<file path="src/rtl/mux_rr_n.sv">
// N-channel registered mux with valid/ready output and fixed or round-robin selection.
// Optional even-parity output register enabled by defining MUX_RR_PARITY_EN.
module mux_rr_n #(
  parameter int unsigned WIDTH = 8,
  parameter int unsigned CH    = 4,
  parameter int unsigned SELW  = $clog2(CH)
) (
  input  logic               clk,
  input  logic               rst_n,
  input  logic [CH*WIDTH-1:0] din_i,
  input  logic [CH-1:0]      din_valid_i,
  output logic [CH-1:0]      din_ack_o,
  input  logic               mode_i,
  input  logic [SELW-1:0]    sel_i,
  output logic [WIDTH-1:0]   dout_o,
  output logic [SELW-1:0]    dout_ch_o,
  output logic               dout_valid_o,
`ifdef MUX_RR_PARITY_EN
  output logic               dout_par_o,
`endif
  input  logic               dout_ready_i
);

  logic [WIDTH-1:0] dout_q, dout_d;
  logic [SELW-1:0]  dout_ch_q, dout_ch_d;
  logic             dout_valid_q, dout_valid_d;
  logic [SELW-1:0]  ptr_q, ptr_d;

  logic [SELW-1:0]  cand;
  logic             cand_vld;
  logic [WIDTH-1:0] cand_word;
  logic [SELW-1:0]  ridx;
  logic             load;
  logic             grant;

  // Candidate selection. The round-robin loop walks offsets from far to near so the
  // nearest requesting channel after ptr is the last (winning) assignment.
  always_comb begin
    cand     = '0;
    cand_vld = 1'b0;
    ridx     = '0;
    if (!mode_i) begin
      for (int unsigned k = 0; k < CH; k++) begin
        if (sel_i == SELW'(k) && din_valid_i[k]) begin
          cand     = SELW'(k);
          cand_vld = 1'b1;
        end
      end
    end else begin
      for (int unsigned off = CH; off > 0; off--) begin
        ridx = SELW'((32'(ptr_q) + off) % CH);
        if (din_valid_i[ridx]) begin
          cand     = ridx;
          cand_vld = 1'b1;
        end
      end
    end
  end

  always_comb begin
    cand_word = '0;
    for (int unsigned k = 0; k < CH; k++) begin
      if (cand == SELW'(k)) begin
        cand_word = din_i[k*WIDTH +: WIDTH];
      end
    end
  end

  assign load  = !dout_valid_q || dout_ready_i;
  // Reset gates the ack so no producer sees its word taken while the register is cleared.
  assign grant = rst_n && load && cand_vld;

  always_comb begin
    din_ack_o = '0;
    if (grant) begin
      din_ack_o = CH'(1) << cand;
    end
  end

  always_comb begin
    dout_d       = dout_q;
    dout_ch_d    = dout_ch_q;
    dout_valid_d = dout_valid_q;
    ptr_d        = ptr_q;
    if (load) begin
      dout_valid_d = cand_vld;
      if (cand_vld) begin
        dout_d    = cand_word;
        dout_ch_d = cand;
        ptr_d     = cand;
      end
    end
  end

  always_ff @(posedge clk or negedge rst_n) begin
    if (!rst_n) begin
      dout_q       <= '0;
      dout_ch_q    <= '0;
      dout_valid_q <= 1'b0;
      ptr_q        <= SELW'(CH - 1);
    end else begin
      dout_q       <= dout_d;
      dout_ch_q    <= dout_ch_d;
      dout_valid_q <= dout_valid_d;
      ptr_q        <= ptr_d;
    end
  end

  assign dout_o       = dout_q;
  assign dout_ch_o    = dout_ch_q;
  assign dout_valid_o = dout_valid_q;

`ifdef MUX_RR_PARITY_EN
  logic par_q, par_d;

  always_comb begin
    par_d = par_q;
    if (load && cand_vld) begin
      par_d = ^cand_word;
    end
  end

  always_ff @(posedge clk or negedge rst_n) begin
    if (!rst_n) begin
      par_q <= 1'b0;
    end else begin
      par_q <= par_d;
    end
  end

  assign dout_par_o = par_q;
`endif

endmodule

</file>
<file path="config.mk">
export PLATFORM = sky130hd
export DESIGN_NAME = mux_rr_n
export DESIGN_NICKNAME = d
export VERILOG_FILES = /design/src/rtl/mux_rr_n.sv
export SDC_FILE = /design/constraint.sdc
export NUM_CORES = 1
export LEC_CHECK = 0
export CORE_MARGIN = 8
export CORE_UTILIZATION = 37
export CTS_CLUSTER_SIZE = 28
export DETAILED_ROUTE_END_ITERATION = 10
export GPL_TIMING_DRIVEN = 1
export HOLD_SLACK_MARGIN = 0.12
export PLACE_DENSITY = 0.77
export SYNTH_ARGS = -nofsm -noshare
export SYNTH_HDL_FRONTEND = slang
export SYNTH_SLANG_ARGS = --single-unit
</file>
<file path="constraint.sdc">
create_clock -name clk -period 2.04 [get_ports clk]
set_input_delay 0.306 -clock clk [delete_from_list [all_inputs] [get_ports clk]]
set_output_delay 0.306 -clock clk [all_outputs]
set_load 0.01 [all_outputs]
</file>
==> metrics.md <==
| Metric | Value |
|---|---|
| Height of the die | 72.4 µm |
| Overall overflow remaining after global route | 0 |
| Post-synth cell types | 34 |
| Number of global-route vias before repair | 1,523 |
| Vias per std cell | 5.86 |
| Maximum number of buffers from clock root to sink | 2 |
| Max-capacitance violation count | 0 |
| Leakage | 0.944 nW |
| Maximum number of pins on one net before global-route repair | 23 |
| Syn_nets | 180 |
| TritonCTS Buffers | 3 |
| Detailed Route WL | 5430 µm |
| Kind of critical path | in2out |
| Async SR Flop Fraction | 100% |
| Shortest clock period the worst path allows after layout | 2.25 ns |
| Area inside the core boundary | 3050 µm² |
| Global-route total usage across every layer | 17.6% |
| Antenna-violating nets left | 0 |
| Root Buffer Master | clkbuf_4 |
| Netlist Area Pre-Place | 1180 µm² |
| Sort of element at the end of the critical path | output pin |
| Clock tree from TritonCTS | built |
| Clk_lat worst skew | 0.28 ns |
| Tightest Pin Transition | 0.583 ns |
| Width of the die | 72.4 µm |
| Count of pins over their slew limit | 0 |
| Worst Skew | 0.00380 ns |
| Data arrival time of the critical path | 1.94 ns |
| Ports placed on the boundary | 57 |
| Worst-case vdd ir drop | 0.000327 V |
| Worst path setup slack after routing | -0.211 ns |
| Avg WL per Cell | 20.6 µm |
| Data required time at the worst endpoint | 1.73 ns |
| Effective utilization at floorplan | 38.6% |
| Area of the die | 5240 µm² |
| Post-route fraction of the period consumed by the critical path | 110% |
| Number of standard-cell rows in the floorplan | 20 |
| Count of input and output buffers | 56 |
| Cell count after synthesis | 138 |
| TritonCTS Sinks | 13 |
| Max frequency | 444 MHz |
| Total negative slack for setup checks | -0.929 ns |
| Clock transition at the registers of the reported paths | 0.08 ns |
| H-tree level count | 1 |
| Hold Vio Cnt, Final | 0 |
| Setup Viol. Count Final | 10 |
| Share of cells above drive strength 1 | 39.1% |
| Total power after layout | 1.50 mW |
| Remaining routing DRC violations | 0 |
| Initial DRC count | 204 |
| Tightest Hold Check Type | in2async |
| Vias after detailed routing | 1,548 |
| Post-detailed-placement half-perimeter wirelength | 3340 µm |
| Detailed Routing Iterations Pass 1 | 4 |
| Unrepaired setup endpoints after global routing | yes |
| Seq/Total Area, Yosys | 27.8% |
| Highest fanout seen on the critical path | 4 |
| Cell Pwr Density | 622 nW/µm² |
| Growth of design area from synthesis to finish | 105% |
| Number of enable-type register cells in the synthesized netlist | 0 |
| Global-route wire length before repair | 7540 µm |
| Violated checks | negative setup slack |
| Flip-flop cell with the highest count after synthesis | dfrtp_1 |
| Outcome | finished with violations |
| Number of cells on the worst reg-to-reg path | 7 |
| Initial antenna violation count | 0 |
| Hold_buf cts | 0 |
| Final Net Count | 263 |
| Antenna diodes | 0 |
| Slew HR | 60.7% |
| Type of origin of the critical path | input pin |
| Synthesized area per cell | 8.53 µm² |
| Number of register bits inferred by synthesis | 13 |
| Warnings from Yosys | 0 |
| Final weighted congestion in routability-driven placement | 0.897 |
==> metrics by stage <==
stage	util (%)	setup WS (ns)	cell area (µm²)	hold WS, ns	cells
global placement	62.5	-0.546	1910	0.457	256
finish	79.0	-0.211	2410	0.458	264
detailed placement	62.5	-0.583	1910	0.476	256
CTS	71.4	-0.109	2180	0.446	262
floorplan	-	0.00164	1190	0.0104	138
global route	79.0	-0.231	2410	0.471	264
==> routing by layer <==
| metal | part of all wire [%] | global-route usage [%] |
|---|---|---|
| met5 | 0 | 0 |
| met4 | 2.2 | 5.11 |
| met3 | 7.8 | 2.07 |
| met2 | 49 | 31.0 |
| met1 | 41 | 21.7 |
==> layout make-up <==
cell class,instances,area [µm²]
Timing Repair Buffer,89,866
Inverter,17,63.8
Tap cell,44,55.1
Fill cell,193,641
Sequential cell,13,328
Clock buffer,4,26.3
Multi-Input combinational cell,97,1070
==> repair_timing <==
item	in CTS	in global routing
setup endpoints to repair	12	12
pin swaps	10	21
buffers inserted	4	2
hold endpoints to repair	0	0
gates resized for setup	70	27
cloned	1	2
==> registers in the layout, summed over array words and instances (netlist names) <==
| register | cells |
|---|---|
| dout_o | 8 |
| ptr_q | 2 |
| dout_valid_o | 1 |
| dout_ch_o | 2 |
==> critical path: stages <==
cell	delay, ns
clkdlybuf4s50_1	0.48
buf_4	0.14
mux2i_1	0.09
o21ai_0	0.48
nand3_4	0.17
nor2_2	0.14
buf_2	0.15
==> cells in the mapped netlist (2+ instances only) <==
library cell  instances  area (µm²)
mux2i_1               3        30.0
o31ai_1               9        67.6
nand3_1               3        15.0
nor3_1                2        10.0
o21bai_1              2        15.0
a21o_1                2        15.0
a211oi_1             16         120
a221oi_1              8        70.1
clkbuf_8              4        55.1
o21ai_0               4        20.0
a21oi_1               2        10.0
o221a_2               2        22.5
buf_4                 2        15.0
buf_6                 4        45.0
a2111oi_0             8        70.1
nor2_1                6        22.5
dfrtp_1              11         275
nand2_1              16        60.1
nand2b_1              2        12.5
dfstp_2               2        52.6
inv_1                17        63.8
==> cell usage in the layout (no fill, tap or decap), types with 2 or more instances in the layout <==
| master | synthesis | layout |
|---|---|---|
| nand3_1 | 3 | 2 |
| buf_6 | 4 | 6 |
| a21o_1 | 2 | 2 |
| o21bai_1 | 2 | 2 |
| a2111oi_4 | 0 | 8 |
| clkdlybuf4s50_1 | 0 | 48 |
| a221oi_2 | 0 | 7 |
| nand2b_1 | 2 | 2 |
| clkbuf_4 | 0 | 3 |
| buf_12 | 0 | 2 |
| a21o_4 | 1 | 2 |
| nor2_1 | 6 | 4 |
| o21ai_0 | 4 | 3 |
| nand2_1 | 16 | 16 |
| nor2_2 | 0 | 2 |
| mux2i_1 | 3 | 3 |
| nor3_1 | 2 | 2 |
| o31ai_1 | 9 | 7 |
| o21ai_2 | 1 | 2 |
| a211oi_4 | 0 | 8 |
| clkbuf_16 | 0 | 2 |
| dlygate4sd2_1 | 0 | 4 |
| a211oi_2 | 0 | 3 |
| dfstp_2 | 2 | 2 |
| buf_4 | 2 | 23 |
| a211oi_1 | 16 | 5 |
| dfrtp_1 | 11 | 11 |
| buf_2 | 0 | 4 |
| inv_1 | 17 | 17 |
==> power by group <==
part           internal, mW  switching (mW)
sequential            0.327          0.0541
combinational         0.497           0.458
clock                0.0759          0.0868
total                 0.900           0.599
==> logic make-up (layout without fill, tap and decap cells) <==
logic type             Yosys count  count (layout)  synth area share (%)
DFF                             13              13                  27.8
and+or+nand+nor                 32              32                  12.4
muxes                            4               4                  3.51
AOI/OAI and AO/OA               60              61                  40.3
buffers and inverters           29             110                  15.9
==> final timing paths <==
check	end	slack (ns)	from
max in group asynchronous	ptr_q[1]$_DFFE_PN1P_	1.35	rst_n
worst max register to register	dout_o[6]$_DFFE_PN0P_	-0.09	ptr_q[1]$_DFFE_PN1P_
min in group clk	dout_ch_o[1]$_DFFE_PN0P_	0.49	dout_ch_o[1]$_DFFE_PN0P_
worst min-delay path	dout_o[5]$_DFFE_PN0P_	0.46	rst_n
worst min register to register	dout_ch_o[1]$_DFFE_PN0P_	0.49	dout_ch_o[1]$_DFFE_PN0P_
worst max-delay path	din_ack_o[3]	-0.21	din_valid_i[0]
Power figures use the tool's default switching activity.
